===== config.mk =====
export PLATFORM = sky130hd
export DESIGN_NAME = mem_bus_bridge_flat
export DESIGN_NICKNAME = d
export VERILOG_FILES = /design/src/rtl/bus_pkg.sv /design/src/rtl/mem_bus_bridge_if.sv /design/src/rtl/load_align.sv /design/src/rtl/mem_bus_bridge.sv /design/src/flat_wrapper.sv
export SDC_FILE = /design/constraint.sdc
export NUM_CORES = 1
export LEC_CHECK = 0
export ABC_AREA = 1
export CORE_MARGIN = 2
export CORE_UTILIZATION = 30
export DETAILED_ROUTE_END_ITERATION = 10
export GPL_TIMING_DRIVEN = 0
export HOLD_SLACK_MARGIN = 0.03
export PLACE_DENSITY = 0.75
export SLEW_MARGIN = 20
export SYNTH_ARGS = -nofsm -noshare
export SYNTH_HDL_FRONTEND = slang
export SYNTH_SLANG_ARGS = --single-unit

===== constraint.sdc =====
create_clock -name clk -period 4 [get_ports clk]
set_input_delay 0.6 -clock clk [delete_from_list [all_inputs] [get_ports clk]]
set_output_delay 0.6 -clock clk [all_outputs]
set_load 0.05 [all_outputs]

===== src/rtl/bus_pkg.sv =====
`default_nettype none
// +------------------------------------------------------------------+
// | bus_pkg : shared types and constants for the MEM-stage bridge    |
// | Revision: 1.0                                                    |
// +------------------------------------------------------------------+
package bus_pkg;

  typedef enum logic [1:0] {
    ST_IDLE     = 2'd0,
    ST_DM_RD    = 2'd1,
    ST_DEV_WAIT = 2'd2,
    ST_DONE     = 2'd3
  } state_t;

  localparam logic [1:0] SZ_BYTE = 2'd0;
  localparam logic [1:0] SZ_HALF = 2'd1;
  localparam logic [1:0] SZ_WORD = 2'd2;

  localparam logic [4:0] EXC_NONE = 5'd0;
  localparam logic [4:0] EXC_ADEL = 5'd4;
  localparam logic [4:0] EXC_ADES = 5'd5;
  localparam logic [4:0] EXC_DBE  = 5'd7;

  localparam logic [31:0] DEF_DM_TOP      = 32'h0000_2fff;
  localparam logic [31:0] DEF_TC0_BASE    = 32'h0000_7f00;
  localparam logic [31:0] DEF_TC1_BASE    = 32'h0000_7f10;
  localparam int          DEF_DEV_TIMEOUT = 16;

  function automatic logic [3:0] byte_enables(input logic [1:0] size, input logic [1:0] off);
    logic [3:0] be;
    case (size)
      SZ_BYTE: be = 4'b0001 << off;
      SZ_HALF: be = off[1] ? 4'b1100 : 4'b0011;
      default: be = 4'b1111;
    endcase
    return be;
  endfunction

  function automatic logic [31:0] lane_replicate(input logic [1:0] size, input logic [31:0] d);
    logic [31:0] r;
    case (size)
      SZ_BYTE: r = {4{d[7:0]}};
      SZ_HALF: r = {2{d[15:0]}};
      default: r = d;
    endcase
    return r;
  endfunction

endpackage
`default_nettype wire


===== src/rtl/mem_bus_bridge_if.sv =====
`default_nettype none
// +------------------------------------------------------------------+
// | mem_bus_bridge_if : CPU, DM and timer-device signals of bridge   |
// | Revision: 1.0                                                    |
// +------------------------------------------------------------------+
interface mem_bus_bridge_if;
  logic        req;
  logic        we;
  logic [1:0]  size;
  logic        sign_ext;
  logic        flush;
  logic [31:0] addr;
  logic [31:0] wdata;
  logic [31:0] rdata;
  logic        stall;
  logic [4:0]  excode;
  logic        dm_we;
  logic [3:0]  dm_be;
  logic [11:0] dm_addr;
  logic [31:0] dm_wdata;
  logic [31:0] dm_rdata;
  logic        dev_req;
  logic        dev_sel;
  logic [1:0]  dev_reg;
  logic        dev_we;
  logic [31:0] dev_wdata;
  logic        dev_ready;
  logic [31:0] dev_rdata;

  modport master (
    output req, we, size, sign_ext, flush, addr, wdata, dm_rdata, dev_ready, dev_rdata,
    input  rdata, stall, excode, dm_we, dm_be, dm_addr, dm_wdata,
           dev_req, dev_sel, dev_reg, dev_we, dev_wdata
  );

  modport slave (
    input  req, we, size, sign_ext, flush, addr, wdata, dm_rdata, dev_ready, dev_rdata,
    output rdata, stall, excode, dm_we, dm_be, dm_addr, dm_wdata,
           dev_req, dev_sel, dev_reg, dev_we, dev_wdata
  );
endinterface
`default_nettype wire


===== src/rtl/load_align.sv =====
`default_nettype none
// +------------------------------------------------------------------+
// | load_align : lane select and sign/zero extension of load data    |
// | Revision: 1.0                                                    |
// +------------------------------------------------------------------+
module load_align
  import bus_pkg::*;
(
  input  logic [31:0] word,
  input  logic [1:0]  byte_off,
  input  logic [1:0]  size,
  input  logic        sign_ext,
  output logic [31:0] data
);

  logic [7:0]  w_byte;
  logic [15:0] w_half;

  always_comb begin
    case (byte_off)
      2'd1:    w_byte = word[15:8];
      2'd2:    w_byte = word[23:16];
      2'd3:    w_byte = word[31:24];
      default: w_byte = word[7:0];
    endcase
    w_half = byte_off[1] ? word[31:16] : word[15:0];
    case (size)
      SZ_BYTE: data = {{24{sign_ext & w_byte[7]}}, w_byte};
      SZ_HALF: data = {{16{sign_ext & w_half[15]}}, w_half};
      default: data = word;
    endcase
  end

endmodule
`default_nettype wire


===== src/rtl/mem_bus_bridge.sv =====
`default_nettype none
// +------------------------------------------------------------------+
// | mem_bus_bridge : MEM-stage decode, exceptions, DM/timer sequencer |
// | Revision: 1.0                                                    |
// +------------------------------------------------------------------+
module mem_bus_bridge
  import bus_pkg::*;
#(
  parameter logic [31:0] DM_TOP      = DEF_DM_TOP,
  parameter logic [31:0] TC0_BASE    = DEF_TC0_BASE,
  parameter logic [31:0] TC1_BASE    = DEF_TC1_BASE,
  parameter int          DEV_TIMEOUT = DEF_DEV_TIMEOUT
)(
  input  logic              clk,
  input  logic              reset,
  mem_bus_bridge_if.slave   bus
);

  // Timeout fires on the counter value seen in the last allowed DEV_WAIT cycle.
  localparam logic [7:0] c_cnt_last = 8'(DEV_TIMEOUT - 2);

  state_t      r_state;
  logic [31:0] r_rdata;
  logic [7:0]  r_cnt;
  logic        r_bus_err;
  logic        r_dev_sel;
  logic [1:0]  r_dev_reg;
  logic        r_dev_we;
  logic [31:0] r_dev_wdata;

  logic        w_dm_hit;
  logic        w_tc0_hit;
  logic        w_tc1_hit;
  logic        w_tc_hit;
  logic [1:0]  w_tc_word;
  logic        w_size_word;
  logic        w_misalign;
  logic        w_bad;
  logic        w_idle;
  logic        w_exc;
  logic        w_take;
  logic        w_dm_store;
  logic        w_dm_load;
  logic        w_dev_acc;
  logic        w_dev_req;
  logic [31:0] w_align_word;
  logic [1:0]  w_align_size;
  logic [31:0] w_align_data;

  assign w_dm_hit    = bus.addr <= DM_TOP;
  assign w_tc0_hit   = (bus.addr >= TC0_BASE) && (bus.addr <= TC0_BASE + 32'd11);
  assign w_tc1_hit   = (bus.addr >= TC1_BASE) && (bus.addr <= TC1_BASE + 32'd11);
  assign w_tc_hit    = w_tc0_hit | w_tc1_hit;
  assign w_tc_word   = w_tc1_hit ? (bus.addr[3:2] - TC1_BASE[3:2]) : (bus.addr[3:2] - TC0_BASE[3:2]);
  assign w_size_word = bus.size[1];
  assign w_misalign  = (w_size_word & (|bus.addr[1:0])) | ((bus.size == SZ_HALF) & bus.addr[0]);

  // Timers are word-only, and their COUNT register (word 2) is read-only.
  assign w_bad = w_misalign | ~(w_dm_hit | w_tc_hit) | (w_tc_hit & ~w_size_word)
               | (w_tc_hit & bus.we & (w_tc_word == 2'd2));

  assign w_idle     = r_state == ST_IDLE;
  assign w_exc      = w_idle & bus.req & w_bad;
  assign w_take     = w_idle & bus.req & ~w_bad & ~bus.flush;
  assign w_dm_store = w_take & w_dm_hit & bus.we;
  assign w_dm_load  = w_take & w_dm_hit & ~bus.we;
  assign w_dev_acc  = w_take & w_tc_hit;
  assign w_dev_req  = (r_state == ST_DEV_WAIT) & ~bus.flush;

  assign bus.stall = ~bus.flush & (w_dm_load | w_dev_acc
                                   | (r_state == ST_DM_RD) | (r_state == ST_DEV_WAIT));
  assign bus.excode = w_exc ? (bus.we ? EXC_ADES : EXC_ADEL)
                    : ((r_state == ST_DONE) && r_bus_err) ? EXC_DBE : EXC_NONE;
  assign bus.rdata  = r_rdata;

  assign bus.dm_we    = w_dm_store;
  assign bus.dm_be    = w_dm_store ? byte_enables(bus.size, bus.addr[1:0]) : 4'b0000;
  assign bus.dm_wdata = w_dm_store ? lane_replicate(bus.size, bus.wdata) : 32'd0;
  assign bus.dm_addr  = bus.addr[13:2];

  assign bus.dev_req   = w_dev_req;
  assign bus.dev_sel   = r_dev_sel;
  assign bus.dev_reg   = r_dev_reg;
  assign bus.dev_we    = r_dev_we & w_dev_req;
  assign bus.dev_wdata = r_dev_wdata;

  assign w_align_word = (r_state == ST_DEV_WAIT) ? bus.dev_rdata : bus.dm_rdata;
  assign w_align_size = (r_state == ST_DEV_WAIT) ? SZ_WORD : bus.size;

  load_align u_load_align (
    .word     (w_align_word),
    .byte_off (bus.addr[1:0]),
    .size     (w_align_size),
    .sign_ext (bus.sign_ext),
    .data     (w_align_data)
  );

  always_ff @(posedge clk or negedge reset) begin
    if (!reset) begin
      r_state     <= ST_IDLE;
      r_rdata     <= 32'd0;
      r_cnt       <= 8'd0;
      r_bus_err   <= 1'b0;
      r_dev_sel   <= 1'b0;
      r_dev_reg   <= 2'd0;
      r_dev_we    <= 1'b0;
      r_dev_wdata <= 32'd0;
    end else if (bus.flush) begin
      r_state   <= ST_IDLE;
      r_cnt     <= 8'd0;
      r_bus_err <= 1'b0;
    end else begin
      case (r_state)
        ST_IDLE: begin
          if (w_dm_load) begin
            r_state <= ST_DM_RD;
          end else if (w_dev_acc) begin
            r_state     <= ST_DEV_WAIT;
            r_cnt       <= 8'd0;
            r_bus_err   <= 1'b0;
            r_dev_sel   <= w_tc1_hit;
            r_dev_reg   <= bus.addr[3:2];
            r_dev_we    <= bus.we;
            r_dev_wdata <= bus.wdata;
          end
        end
        ST_DM_RD: begin
          r_rdata <= w_align_data;
          r_state <= ST_DONE;
        end
        ST_DEV_WAIT: begin
          // Ready in the limit cycle still completes the access normally.
          if (bus.dev_ready) begin
            if (!r_dev_we) r_rdata <= w_align_data;
            r_state <= ST_DONE;
          end else if (r_cnt == c_cnt_last) begin
            r_bus_err <= 1'b1;
            r_state   <= ST_DONE;
          end else begin
            r_cnt <= r_cnt + 8'd1;
          end
        end
        ST_DONE: begin
          r_state   <= ST_IDLE;
          r_bus_err <= 1'b0;
          r_cnt     <= 8'd0;
        end
        default: r_state <= ST_IDLE;
      endcase
    end
  end

endmodule
`default_nettype wire


===== src/flat_wrapper.sv =====
// flat-port wrapper written by rule: the top's interface ports become plain ports
module mem_bus_bridge_flat import bus_pkg::*;
#(
  parameter logic [31:0] DM_TOP      = DEF_DM_TOP,
  parameter logic [31:0] TC0_BASE    = DEF_TC0_BASE,
  parameter logic [31:0] TC1_BASE    = DEF_TC1_BASE,
  parameter int          DEV_TIMEOUT = DEF_DEV_TIMEOUT
)
  (clk, reset, bus_req, bus_we, bus_size, bus_sign_ext, bus_flush, bus_addr, bus_wdata, bus_dm_rdata, bus_dev_ready, bus_dev_rdata, bus_rdata, bus_stall, bus_excode, bus_dm_we, bus_dm_be, bus_dm_addr, bus_dm_wdata, bus_dev_req, bus_dev_sel, bus_dev_reg, bus_dev_we, bus_dev_wdata);
  mem_bus_bridge_if bus_i ();
  input  logic clk;
  input  logic reset;
  input wire logic [$bits(bus_i.req)-1:0] bus_req;
  input wire logic [$bits(bus_i.we)-1:0] bus_we;
  input wire logic [$bits(bus_i.size)-1:0] bus_size;
  input wire logic [$bits(bus_i.sign_ext)-1:0] bus_sign_ext;
  input wire logic [$bits(bus_i.flush)-1:0] bus_flush;
  input wire logic [$bits(bus_i.addr)-1:0] bus_addr;
  input wire logic [$bits(bus_i.wdata)-1:0] bus_wdata;
  input wire logic [$bits(bus_i.dm_rdata)-1:0] bus_dm_rdata;
  input wire logic [$bits(bus_i.dev_ready)-1:0] bus_dev_ready;
  input wire logic [$bits(bus_i.dev_rdata)-1:0] bus_dev_rdata;
  output wire logic [$bits(bus_i.rdata)-1:0] bus_rdata;
  output wire logic [$bits(bus_i.stall)-1:0] bus_stall;
  output wire logic [$bits(bus_i.excode)-1:0] bus_excode;
  output wire logic [$bits(bus_i.dm_we)-1:0] bus_dm_we;
  output wire logic [$bits(bus_i.dm_be)-1:0] bus_dm_be;
  output wire logic [$bits(bus_i.dm_addr)-1:0] bus_dm_addr;
  output wire logic [$bits(bus_i.dm_wdata)-1:0] bus_dm_wdata;
  output wire logic [$bits(bus_i.dev_req)-1:0] bus_dev_req;
  output wire logic [$bits(bus_i.dev_sel)-1:0] bus_dev_sel;
  output wire logic [$bits(bus_i.dev_reg)-1:0] bus_dev_reg;
  output wire logic [$bits(bus_i.dev_we)-1:0] bus_dev_we;
  output wire logic [$bits(bus_i.dev_wdata)-1:0] bus_dev_wdata;
  assign bus_i.req = bus_req;
  assign bus_i.we = bus_we;
  assign bus_i.size = bus_size;
  assign bus_i.sign_ext = bus_sign_ext;
  assign bus_i.flush = bus_flush;
  assign bus_i.addr = bus_addr;
  assign bus_i.wdata = bus_wdata;
  assign bus_i.dm_rdata = bus_dm_rdata;
  assign bus_i.dev_ready = bus_dev_ready;
  assign bus_i.dev_rdata = bus_dev_rdata;
  assign bus_rdata = bus_i.rdata;
  assign bus_stall = bus_i.stall;
  assign bus_excode = bus_i.excode;
  assign bus_dm_we = bus_i.dm_we;
  assign bus_dm_be = bus_i.dm_be;
  assign bus_dm_addr = bus_i.dm_addr;
  assign bus_dm_wdata = bus_i.dm_wdata;
  assign bus_dev_req = bus_i.dev_req;
  assign bus_dev_sel = bus_i.dev_sel;
  assign bus_dev_reg = bus_i.dev_reg;
  assign bus_dev_we = bus_i.dev_we;
  assign bus_dev_wdata = bus_i.dev_wdata;
  mem_bus_bridge #(.DM_TOP(DM_TOP), .TC0_BASE(TC0_BASE), .TC1_BASE(TC1_BASE), .DEV_TIMEOUT(DEV_TIMEOUT)) u_core (.clk(clk), .reset(reset), .bus(bus_i));
endmodule

==> out/results.tsv, run 1 <==
stage	metric	value	unit
synthesis	synth_area_per_cell	7.21	um2
worst_setup_path	crit_family	simple AND/OR/NAND/NOR gates	
worst_setup_path	crit_top_cell	nand2_1	
cells_and_area	layout-drive-gt1-share	0.109	
worst_setup_path	path_max_fanout	7	
drt	vias_per_cell	4.73	
sta	setup_viol	0	
floorplanning	io_pins	261	
global_routing	grt_max_degree	42	
drt	dr.pass1.iters	5	
drt	num_vias	5705	
global_routing	grt_first_pass_wirelength	31.1	mm
drt	drt_iter0_drc	280	
sta	hold_viol_final	0	
sta	slew_headroom	0.560	
worst_setup_path	critPathSlowestCell	dlygate4sd2_1	
power	p_per_area	522	nW/um2
power	total_leakage_power	0.00375	uW
cts	cts.sinks	79	
worst_setup_path	cp-end-kind	output port	
synthesis	synth-seq-cells	79	
cells_and_area	utilization	0.489	
worst_setup_path	max_stage_delay	0.60	ns
sta	timing.final.crit_share	0.940	
cts	htree_levels	3	
place	place_congestion	0.931	
synthesis	postSynthCellCount	713	
cells_and_area	final_nets	1125	
cts	hold_buffers	0	
place	dpl.hpwl	16.2	mm
place	port_buffers	256	
synthesis	ys_warn_count	0	
global_routing	track_usage	0.220	
worst_setup_path	path_class	primary input to output port	
sta	fin_crit	3.76	ns
floorplanning	dieArea	18200	um2
cts	clk_pin_slew_worst_paths	0.06	ns
drt	drc	0	
worst_setup_path	cp.arrival	3.16	ns
power	peakVddDrop	0.000240	V
floorplanning	die_h	135	um
global_routing	grt_pass1_vias	5893	
cts	clock_latency	0.35	ns
sta	fmax	266	MHz
floorplanning	rows	47	
drt	routedWlPerCell	16.5	um
cts	post-cts-setup-buffers	0	
synthesis	synth_ff_type	dfrtp_1	
floorplanning	die_w	135	um
drt	routed_wl	19.9	mm
cts	cts_tree	done	
floorplanning	core	16600	um2
worst_setup_path	crit_chain	clkdlybuf4s50_1, nand2_1, nor2_1, nand3_1, nor2_1, nand2_1, nand3_1, nand2_1, nor2_4, nand3_2, nor2_4, inv_2, a211oi_1, dlygate4sd2_1	
worst_setup_path	cp.required	3.40	ns
sta	rsz0062_at_grt	no	
synthesis	ys_types	40	
synthesis	syn-cell-area	5140	um2
sta	tightest_slew	0.655	ns
cells_and_area	diodes	0	
global_routing	grt-ovfl-total	0	
cells_and_area	syn_to_final_growth	58.2	%
global_routing	antenna_found_initial	0	
drt	ant_nets	0	
synthesis	synthArstFlopShare	1.00	
sta	drv_slew	0	
worst_setup_path	crit_buf_inv	3	
min_path	hold_path_class	primary input to asynchronous set/reset pin	
synthesis	seq_area_frac_synth	0.384	
worst_setup_path	cp-start-kind	primary input	
run	cap_violations	0	
cts	clk_path_buf_depth	2	
floorplanning	start_util	0.309	
sta	final.setup_skew	0.00591	ns
cells_and_area	fillers	1627	
synthesis	synth_edf_count	0	
cts	numCtsBuffers	9	
status	status	complete, no violations	
cts	cts_root_buf	clkbuf_16	
power	finalPower	4250	uW
synthesized netlist by cell type (all sizes together) (6+ instances only):
cell type,n,area [um2]
clkbuf,17,63.8
nor2,76,305
mux2i,7,70.1
mux2,8,90.1
o211ai,16,120
ha,6,75.1
nand3,21,115
o21ai,85,429
dfrtp,79,1980
a21oi,41,209
nand2,190,718
o22ai,8,50.1
buf,31,208
inv,79,297
a211oi,25,248
timing repair:
| action | 4_1_cts | 5_1_grt |
|---|---|---|
| resized for setup | 44 | 76 |
| gates cloned | 0 | 0 |
| endpoints found under the setup margin | 37 | 34 |
placed cells by master (no fill, tap or decap), types with 3 or more instances in the layout:
cell	count
clkinv_1	3
clkbuf_1	19
buf_2	11
mux2_2	3
nand4_1	4
clkdlybuf4s50_1	216
dlygate4sd2_1	5
ha_1	6
nand3_1	19
a211oi_1	12
nand2_1	188
o21ai_0	53
clkbuf_2	30
inv_1	75
o21ai_1	31
mux2_1	5
inv_2	4
clkbuf_16	9
dfrtp_1	79
a21oi_1	40
nor3b_1	3
mux2i_1	7
o211ai_1	16
buf_4	18
o22ai_1	8
a211oi_2	13
nor2_1	72
xor2_1	3
cells by family after synthesis:
kind of cell / synth area share
XOR/XNOR: 0.00511
flip-flops: 0.384
adder cells (fa/ha/maj): 0.0146
buffers and inverters: 0.113
AND/OR/NAND/NOR: 0.234
multiplexers: 0.0311
AO/OA/AOI/OAI: 0.218
other: 0.000729
where the power goes:
group | internal (uW) | leakage [uW] | total (uW) | switching (uW)
Clock | 484 | 0.000136 | 822 | 338
Combinational | 764 | 0.00259 | 2330 | 1570
Sequential | 986 | 0.00103 | 1090 | 108
path summary, 6_finish.rpt:
path	slack, ns	cells after the start	start	endpoint
max reg2reg	1.38	9	u_core.r_state[0]$_DFFE_PN0P_	u_core.bus.rdata[3]$_DFFE_PN0P_
min	0.22	1	reset	u_core.bus.rdata[3]$_DFFE_PN0P_
min reg2reg	0.48	2	u_core.bus.dev_wdata[23]$_DFFE_PN0P_	u_core.bus.dev_wdata[23]$_DFFE_PN0P_
max	0.24	14	bus_addr[10]	bus_dm_wdata[31]
max in group asynchronous	3.17	2	reset	u_core.bus.dev_wdata[14]$_DFFE_PN0P_
min in group clk	0.48	2	u_core.bus.dev_wdata[23]$_DFFE_PN0P_	u_core.bus.dev_wdata[23]$_DFFE_PN0P_
cell type report:
type                       instances  area [um2]  area share
buffer                            48         272      0.0334
timing repair buffer             257        2420       0.297
sequential                        79        1980       0.243
inverter                          82         308      0.0378
tap                              220         275      0.0338
multi-input combinational        505        2590       0.319
clock inverter                     5        58.8     0.00723
clock buffer                      11         233      0.0286
through the flow:
stage / setup TNS [ns] / hold slack [ns] / cells / setup WS, ns / instance area (um2)
2_1_floorplan: 0 / 0.304 / 714 / 0.0580 / 5150
3_3_place_gp: -60.58 / 0.468 / 1190 / -0.641 / 7980
3_5_place_dp: -11.02 / 0.472 / 1191 / -0.543 / 8000
4_1_cts: 0 / 0.250 / 1207 / 0.0281 / 8250
5_1_grt: 0 / 0.278 / 1207 / 0.00269 / 8140
6_report: 0 / 0.223 / 1207 / 0.238 / 8140
layer usage:
metal / share of wire / track usage
met1: 0.42 / 0.274
met2: 0.48 / 0.366
met3: 0.073 / 0.0556
met4: 0.027 / 0.0871
met5: 0 / 0
worst register-to-register path: stages, from the launching register on:
cell and delay, ns:
dfrtp_1 0.39, inv_1 0.08, ha_1 0.23, inv_2 0.16
buf_2 0.28, a21oi_1 0.20, o21ai_1 0.57, inv_1 0.28
o211ai_1 0.20, a21oi_1 0.10
Note: power is estimated with default switching activity, not from simulation.
==> inputs of run 2 (changes only) <==
CORE_ASPECT_RATIO = 1.1   (was not set)
GPL_TIMING_DRIVEN = not set   (was 0)
SKIP_LAST_GASP = 1   (was not set)
==> out/results.tsv, run 2 (synthesized netlist as in run 1, its figures left out) <==
stage	metric	value	unit	change
worst_setup_path	rr_endpoint	u_core.bus.rdata[25]$_DFFE_PN0P_		
worst_setup_path	path_class	primary input to output port		
power	total_leakage_power	0.00367	uW	-2.1%
cts	clock_latency	0.34	ns	about the same
cells_and_area	layout-drive-gt1-share	0.102		-0.00721
sta	tightest_slew	0.835	ns	+0.181 ns
global_routing	grt_max_degree	67		+60%
worst_setup_path	worst-r2r-setup-slack	1.08	ns	-0.30 ns
cts	htree_levels	3		unchanged
floorplanning	start_util	0.304		-0.00455
drt	drt_iter0_drc	318		+14%
floorplanning	core	16900	um2	+1.5%
cts	cts_root_buf	clkbuf_16		
worst_setup_path	cp-end-kind	output port		
power	p_sw	2000	uW	-0.60%
min_path	hold_path_class	primary input to asynchronous set/reset pin		
run	cap_violations	0		unchanged
worst_setup_path	r2r_start	u_core.r_state[0]$_DFFE_PN0P_		
cells_and_area	layout_common_cells	clkdlybuf4s50_1 (216), nand2_1 (188), dfrtp_1 (79), inv_1 (75), nor2_1 (72)		
power	power.internal	2230	uW	about the same
place	place_congestion	0.895		-3.9%
global_routing	track_usage	0.206		-0.0143
global_routing	grt-ovfl-total	0		unchanged
drt	dr.pass1.iters	4		-1
sta	slew_headroom	0.442		-0.118
power	p_per_area	527	nW/um2	+0.95%
sta	fin_crit	3.65	ns	-0.108 ns
cells_and_area	syn_to_final_growth	56.2	%	
worst_setup_path	cp.required	3.40	ns	about the same
sta	final.setup_skew	0.00394	ns	-0.00196 ns
sta	tns	0	ns	unchanged
cts	clk_pin_slew_worst_paths	0.06	ns	about the same
worst_setup_path	cp-start-kind	primary input		
cts	cts.sinks	79		unchanged
sta	holdWs	0.304	ns	+0.0811 ns
cts	cts_tree	done		
power	swShare	0.473		-0.00139
global_routing	grt_pass1_vias	5398		-8.4%
sta	setup_viol	0		unchanged
place	port_buffers	258		+0.78%
status	status	complete, no violations		
power	pwr-share-comb	0.545		-0.004
sta	fmax	274	MHz	+2.9%
power	power.clock.fraction	0.198		+0.004
worst_setup_path	startpoint	bus_addr[11]		
sta	drv_slew	0		unchanged
drt	ant_nets	0		unchanged
floorplanning	rows	50		+6.4%
drt	routedWlPerCell	16.3	um	-1.5%
cells_and_area	diodes	0		unchanged
global_routing	antenna_found_initial	0		unchanged
power	seqPwrFrac	0.257		about the same
worst_setup_path	path_max_fanout	34		+27
sta	rsz0062_at_grt	no		
cells_and_area	final_nets	1088		-3.3%
worst_setup_path	r2r_cells	15		+6
cells_and_area	layout_commonest_cell	clkdlybuf4s50_1		
drt	drc	0		unchanged
drt	routed_wl	18.8	mm	-5.6%
floorplanning	die_w	129	um	-4.5%
worst_setup_path	cp.arrival	3.05	ns	-0.11 ns
drt	vias_per_cell	4.81		+1.7%
power	peakVddDrop	0.000216	V	-9.8%
floorplanning	die_h	141	um	+4.7%
global_routing	grt_first_pass_wirelength	29.1	mm	-6.4%
floorplanning	dieArea	18200	um2	about the same
cts	clk_path_buf_depth	2		unchanged
drt	num_vias	5560		-2.5%
cts	numCtsBuffers	9		unchanged
cts	post_cts_resized	0		-100%
cts	post-cts-setup-buffers	0		unchanged
sta	timing.final.crit_share	0.914		-0.0269
cts	hold_buffers	0		unchanged
worst_setup_path	endpoint	bus_dm_wdata[11]		
place	dpl.hpwl	14.8	mm	-8.6%
sta	hold_viol_final	0		unchanged
floorplanning	io_pins	261		unchanged
## run 2: cell count changes in the layout (fill, tap and decap cells not counted), moves of 3 or more
cell,previous run,this run
clkbuf_1,19,0
dlygate4sd2_1,5,0
buf_2,11,0
buf_4,18,48
buf_12,1,4
clkbuf_2,30,0
## run 2: worst min path at each step
stage / cells past startpoint / end / from
5_1_grt: 1 / u_core.bus.rdata[2]$_DFFE_PN0P_ / reset
6_report: 1 / u_core.bus.rdata[2]$_DFFE_PN0P_ / reset
3_3_place_gp: 2 / u_core.bus.dev_wdata[24]$_DFFE_PN0P_ / u_core.bus.dev_wdata[24]$_DFFE_PN0P_
2_1_floorplan: 0 / u_core.bus.dev_reg[0]$_DFFE_PN0P_ / reset
3_5_place_dp: 2 / u_core.bus.dev_reg[0]$_DFFE_PN0P_ / u_core.bus.dev_reg[0]$_DFFE_PN0P_
4_1_cts: 1 / u_core.bus.rdata[2]$_DFFE_PN0P_ / reset
## run 2: cell type report
| class | count | area (um2) |
|---|---|---|
| repair buffers | 268 | 2600 |
| well taps | 208 | 260 |
| flip-flops and latches | 79 | 1980 |
| inverters | 82 | 308 |
| clock buffers | 9 | 225 |
| clock inverters | 6 | 71.3 |
| multi-input cells | 505 | 2590 |
| fillers | 1649 | 8860 |
## run 2: power groups by stage
stage | registers (uW) | logic (uW) | clock network, uW
finish | 1090 | 2310 | 840
global route | 1110 | 2500 | 901
CTS | 1090 | 2320 | 854
detailed placement | 1100 | 2320 | 0
global placement | 1090 | 2300 | 0
floorplan | 1640 | 933 | 0
## run 2: through the flow
stage | total power, uW | area (um2) | worst slack, ns | cells | util
finish | 4230 | 8030 | 0.346 | 1157 | 0.476
global route | 4510 | 8030 | 0.106 | 1157 | 0.476
CTS | 4270 | 8030 | 0.351 | 1157 | 0.476
detailed placement | 3420 | 7740 | 0.364 | 1142 | 0.458
global placement | 3400 | 7740 | 0.394 | 1142 | 0.458
floorplan | 2570 | 5150 | 0.0580 | 714 | -
## run 2: layer usage
layer,vias up,track usage,wire [um]
met5,-,0,0
met4,0,0.0835,590
met3,29,0.0456,1230
met2,186,0.344,9120
met1,2545,0.258,7880
li1,2800,-,-
## run 2: critical path, cell delays in order
cell and delay [ns]:
clkdlybuf4s50_1 0.47, nand2_1 0.06, nor2_1 0.27, nand3_1 0.12
nor2_1 0.11, nand2_1 0.06, nand3_1 0.06, nand2_1 0.09
nor2_4 0.15, nand3_2 0.11, nor2_4 0.12, inv_2 0.25
a211oi_1 0.30, buf_4 0.25
